### config.mk
export PLATFORM = sky130hd
export DESIGN_NAME = instr_pipe_regs
export DESIGN_NICKNAME = d
export VERILOG_FILES = /design/src/rtl/instr_pipe_regs.sv
export SDC_FILE = /design/constraint.sdc
export NUM_CORES = 1
export LEC_CHECK = 0
export CAP_MARGIN = 30
export CORE_AREA = 2 2 153 155
export DETAILED_ROUTE_END_ITERATION = 8
export DIE_AREA = 0 0 155 157
export PLACE_DENSITY_LB_ADDON = 0.15
export SYNTH_ARGS = -nofsm -noshare
export SYNTH_HDL_FRONTEND = slang
export SYNTH_SLANG_ARGS = --single-unit
### constraint.sdc
create_clock -name clk -period 12.8 [get_ports clk]
set_clock_uncertainty 0.05 [all_clocks]
set_input_delay 2.56 -clock clk [delete_from_list [all_inputs] [get_ports clk]]
set_output_delay 2.56 -clock clk [all_outputs]
set_load 0.02 [all_outputs]
### src/rtl/instr_pipe_regs.sv
// instr_pipe_regs
// Instruction/PC/valid register chain for the D, E, M and W stages of the
// 5-stage RV32I core. Detects the load-use hazard between E and D, inserts a
// one-cycle bubble into E while D holds, squashes the two younger slots on a
// taken redirect, and counts instructions that retire out of W.
module instr_pipe_regs #(
  parameter logic [31:0] NOP = 32'h00000013
) (
  input  logic        clk,
  input  logic        rst,
  input  logic [31:0] instr_f,
  input  logic [31:0] pc_f,
  input  logic        valid_f,
  input  logic        redirect,
  output logic        stall,
  output logic [31:0] instr_d,
  output logic [31:0] instr_e,
  output logic [31:0] instr_m,
  output logic [31:0] instr_w,
  output logic [31:0] pc_d,
  output logic [31:0] pc_e,
  output logic [31:0] pc_m,
  output logic [31:0] pc_w,
  output logic        valid_d,
  output logic        valid_e,
  output logic        valid_m,
  output logic        valid_w,
  output logic [6:0]  opcode,
  output logic [6:0]  opcode1,
  output logic [6:0]  opcode2,
  output logic [6:0]  opcode3,
  output logic [6:0]  opcode4,
  output logic [31:0] retired
);

  localparam logic [6:0] OP_LOAD   = 7'b0000011;
  localparam logic [6:0] OP_LUI    = 7'b0110111;
  localparam logic [6:0] OP_AUIPC  = 7'b0010111;
  localparam logic [6:0] OP_JAL    = 7'b1101111;
  localparam logic [6:0] OP_RTYPE  = 7'b0110011;
  localparam logic [6:0] OP_STORE  = 7'b0100011;
  localparam logic [6:0] OP_BRANCH = 7'b1100011;

  logic [4:0] rd_e;
  logic [4:0] rs1_d;
  logic [4:0] rs2_d;
  logic       uses_rs1;
  logic       uses_rs2;
  logic       load_use;

  assign opcode  = instr_f[6:0];
  assign opcode1 = instr_d[6:0];
  assign opcode2 = instr_e[6:0];
  assign opcode3 = instr_m[6:0];
  assign opcode4 = instr_w[6:0];

  assign rd_e  = instr_e[11:7];
  assign rs1_d = instr_d[19:15];
  assign rs2_d = instr_d[24:20];

  // Work out which source fields of the D instruction are real reads, then flag a load in E feeding one of them
  always_comb begin
    uses_rs1 = !((opcode1 == OP_LUI) || (opcode1 == OP_AUIPC) || (opcode1 == OP_JAL));
    uses_rs2 = (opcode1 == OP_RTYPE) || (opcode1 == OP_STORE) || (opcode1 == OP_BRANCH);
    load_use = valid_e && (opcode2 == OP_LOAD) && (rd_e != 5'd0) && valid_d &&
               ((uses_rs1 && (rs1_d == rd_e)) || (uses_rs2 && (rs2_d == rd_e)));
    stall    = load_use && !redirect;
  end

  // Advance the stage registers: a redirect flushes D and E, a stall holds D and bubbles E, otherwise everything shifts
  always_ff @(posedge clk or posedge rst) begin
    if (rst) begin
      instr_d <= NOP;
      instr_e <= NOP;
      instr_m <= NOP;
      instr_w <= NOP;
      pc_d    <= 32'd0;
      pc_e    <= 32'd0;
      pc_m    <= 32'd0;
      pc_w    <= 32'd0;
      valid_d <= 1'b0;
      valid_e <= 1'b0;
      valid_m <= 1'b0;
      valid_w <= 1'b0;
    end else begin
      instr_m <= instr_e;
      pc_m    <= pc_e;
      valid_m <= valid_e;
      instr_w <= instr_m;
      pc_w    <= pc_m;
      valid_w <= valid_m;
      if (redirect) begin
        instr_d <= NOP;
        pc_d    <= pc_f;
        valid_d <= 1'b0;
        instr_e <= NOP;
        pc_e    <= pc_d;
        valid_e <= 1'b0;
      end else if (stall) begin
        instr_e <= NOP;
        pc_e    <= pc_d;
        valid_e <= 1'b0;
      end else begin
        instr_d <= instr_f;
        pc_d    <= pc_f;
        valid_d <= valid_f;
        instr_e <= instr_d;
        pc_e    <= pc_d;
        valid_e <= valid_d;
      end
    end
  end

  // Count every valid instruction leaving W; bubbles carry valid=0 and never count
  always_ff @(posedge clk or posedge rst) begin
    if (rst) begin
      retired <= 32'd0;
    end else if (valid_w) begin
      retired <= retired + 32'd1;
    end
  end

endmodule

==> results.md <==
* Run status: finished, final reports clean
* Summed instance area of the synthesized netlist at 9654 um2
* Count of hold-fix buffers inserted at cts at 0
* CTS root buffer: sky130_fd_sc_hd__clkbuf_16
* Fraction of layout cells with a size suffix above 1 at 12.34%
* Leakage power of the design at 6.303 nW
* Share of flip-flops with an asynchronous set or reset after synthesis at 100.0%
* Fillers at 1696
* Sink count of the clock tree at 292
* # diodes at 0
* Post-synthesis sequential area ratio at 75.84%
* Count of flip-flops with a built-in enable after synthesis at 0
* Final HPWL from detailed placement at 17.62 mm
* Vias per cell at 4.673
* Area share of the largest cell type after synthesis at 72.58%
* Synthesis warning total at 0
* Post-route DRC at 0
* Worst Setup Path Type: in -> out
* Type of the tightest min-delay check: reg -> reg
* Number of antenna violations at the first check in global routing at 0
* Final Wtd Congestion at 0.7767
* Combined buffer and inverter count along the critical path at 3
* Number of unique standard cell types used by synthesis at 31
* Initial Utilization at 42.90%
* Setup repair after global routing missed its margin: no
* Core box area at 22500 um2
* Mapped Cells at 589
* Area Growth Syn to Fin at 51.02%
* IR drop worst, VDD at 0.1061 mV
* Number of cell rows at 55
* Worst endpoint data arrival time at 4.51 ns
* Slew at the pin closest to its max-slew limit at 0.9074 ns
* Clock network latency to the later pin of the worst-skew pair at 0.53 ns
* Kind of launch point of the worst setup path: input port
* Min Tclk post-route at 7.121 ns
* Top flip-flop cell by instance count after synthesis: sky130_fd_sc_hd__dfrtp_1
* Kind of end point of the critical path: output pin
* Uppermost layer routed: met4
* Detailed Routing Iterations Pass 1 at 4
* Most frequent cells after synthesis: sky130_fd_sc_hd__dfrtp_1 (280), sky130_fd_sc_hd__mux2_2 (56), sky130_fd_sc_hd__buf_4 (36)
* Most instantiated library cell after synthesis: sky130_fd_sc_hd__dfrtp_1
* Total CTS buffers at 29
* Number of global-route vias before repair at 6024
* Metal-1 WL at 9.245 mm
* Largest net degree at the start of global routing at 144
* First-pass GRT wire length at 35.65 mm
* Register bit count reported by yosys at 292
* Syn Nets at 658
* Setup-failing EPs final at 0
* Crit path required time at 10.19 ns
* X dimension of the die at 155 um
* Total power consumption of the routed design at 2.046 mW
* Vias at 5953
* Fin Hold WS at 0.3176 ns
* Max clock buf depth at 3
* Cell type with the highest aggregate area in the netlist: sky130_fd_sc_hd__dfrtp_1
* Ratio of final minimum period to clock period at 55.64%
* CP max stage delay at 0.69 ns
* Number of maximum-capacitance constraint violations at 0
* Crit-path max FO at 67
* Crit-path leading delay family: buffers and inverters
* Overall die height at 157 um
* NumNets Final at 1038
* Count of pins over their slew limit at 0
* GRT overflow at 0
* Met3 wire len at 1.882 mm
* Number of input and output port buffers inserted at 395
* Number of DRC markers in iteration 0 at 203
* Max stage delay cell, worst path: sky130_fd_sc_hd__clkdlybuf4s50_1
* Worst-path cell chain: buf_2 -> buf_4 -> nor4bb_1 -> nand4_1 -> a221oi_4 -> clkdlybuf4s50_1
* Max-Slew Margin vs Limit at 39.04%
* CTS clock-pin slew for the worst setup and hold paths at 0.06 ns
* Power density normalized to cell area at 140.3 nW/um2
* Total routing resource utilization after global routing at 19.13%
* WL per Instance at 18.89 um
* Number of buffers inserted by post-CTS setup repair at 0
* CTS-repair resized insts at 0
* Hold Vio Cnt, Final at 0
* Synthesized area divided by synthesized cell count at 16.39 um2
* Achievable clock frequency at 140.4 MHz
* Met2 wire len at 12.39 mm
* DRT Wirelength at 24.07 mm
* H-tree levels at 1
* Leading cell types by total area after synthesis: sky130_fd_sc_hd__dfrtp_1 (73%), sky130_fd_sc_hd__mux2_2 (6.5%), sky130_fd_sc_hd__dfstp_2 (3.3%)
* Number of top-level design ports at 396
* Die Outline Area at 24340 um2
* Total negative slack for setup checks at 0 ns
* Clock tree from TritonCTS: built
* Number of nets with antenna violations after detailed routing at 0
-- cell families after synthesis --
family                   count (synthesis)  synth area share [%]
adder cells (fa/ha/maj)                  1                0.1296
multiplexers                            65                 7.543
AO/OA/AOI/OAI                            4                0.5315
flip-flops                             292                 75.84
XOR/XNOR                                41                 3.719
AND/OR/NAND/NOR                        126                 7.932
buffers and inverters                   60                 4.303
-- sequential cells by signal, indices dropped and copies added (netlist names) --
signal,count
instr_d,32
instr_e,32
instr_m,32
instr_w,32
pc_d,32
pc_e,32
pc_m,32
pc_w,32
retired,32
valid_d,1
valid_e,1
valid_m,1
valid_w,1
-- report_power, final --
part	internal, mW	total [mW]	switching [mW]
clock	0.466	0.795	0.329
sequential	0.969	1.00	0.0348
combinational	0.122	0.246	0.124
-- cell type report --
cell class                      count  area, um2  area share (%)
Multi-Input combinational cell    237       1917           13.15
Timing Repair Buffer              402       4041           27.72
Inverter                            7      33.78          0.2317
Tap cell                          285      356.6           2.446
Clock inverter                      6      33.78          0.2317
Sequential cell                   292       7322           50.22
Clock buffer                       45      875.8           6.007
-- stage by stage --
step | cells | cell area, um2 | worst slack, ns | util [%]
2_1_floorplan | 589 | 9654 | 2.147 | -
3_3_place_gp | 1221 | 13620 | 5.760 | 60.51
3_5_place_dp | 1222 | 13640 | 5.709 | 60.63
4_1_cts | 1273 | 14550 | 5.682 | 64.67
5_1_grt | 1274 | 14580 | 5.591 | 64.79
6_report | 1274 | 14580 | 5.679 | 64.79
-- final timing paths --
path	startpoint	to	slack (ns)	cells after the start
min reg2reg	pc_e[2]	pc_m[2]	0.32	0
max reg2reg	instr_e[8]	pc_d[10]	9.39	7
max	redirect	stall	5.68	6
min in group asynchronous	rst	pc_w[10]	2.26	2
max in group asynchronous	rst	instr_d[4]	8.18	6
min	pc_e[2]	pc_m[2]	0.32	0
-- per-layer routing --
metal  track usage, %  vias up
met5                0        -
met4            5.556        0
met3            5.341       32
met2            33.50      240
met1            23.26     2983
li1                 -     2698
-- worst register-to-register path, stage by stage, from the launching register on --
cell and delay [ns]:
sky130_fd_sc_hd__dfrtp_1 0.46, sky130_fd_sc_hd__xnor2_1 0.24, sky130_fd_sc_hd__nand4_1 0.10, sky130_fd_sc_hd__or4_1 0.58, sky130_fd_sc_hd__a221oi_4 0.26, sky130_fd_sc_hd__buf_4 0.45, sky130_fd_sc_hd__buf_4 0.72, sky130_fd_sc_hd__mux2_2 0.44
-- layout by cell type (no fill, tap or decap), types with 2 or more instances in the layout --
| cell | instances |
|---|---|
| sky130_fd_sc_hd__xor2_1 | 10 |
| sky130_fd_sc_hd__nor3b_1 | 31 |
| sky130_fd_sc_hd__dfrtp_1 | 280 |
| sky130_fd_sc_hd__buf_16 | 2 |
| sky130_fd_sc_hd__nor2b_1 | 29 |
| sky130_fd_sc_hd__and3_1 | 6 |
| sky130_fd_sc_hd__nand4_1 | 11 |
| sky130_fd_sc_hd__clkbuf_1 | 7 |
| sky130_fd_sc_hd__nand3_1 | 14 |
| sky130_fd_sc_hd__mux2_2 | 56 |
| sky130_fd_sc_hd__clkinv_2 | 5 |
| sky130_fd_sc_hd__nor2_1 | 9 |
| sky130_fd_sc_hd__inv_1 | 6 |
| sky130_fd_sc_hd__or3_1 | 5 |
| sky130_fd_sc_hd__mux2_1 | 6 |
| sky130_fd_sc_hd__dfstp_2 | 12 |
| sky130_fd_sc_hd__mux2i_1 | 3 |
| sky130_fd_sc_hd__buf_4 | 5 |
| sky130_fd_sc_hd__nand2_1 | 10 |
| sky130_fd_sc_hd__clkbuf_8 | 9 |
| sky130_fd_sc_hd__clkbuf_16 | 29 |
| sky130_fd_sc_hd__xnor2_1 | 31 |
| sky130_fd_sc_hd__clkdlybuf4s50_1 | 394 |
| sky130_fd_sc_hd__nor3_1 | 5 |
| sky130_fd_sc_hd__and4_1 | 2 |
No activity file was read; power rests on OpenSTA's default activity.
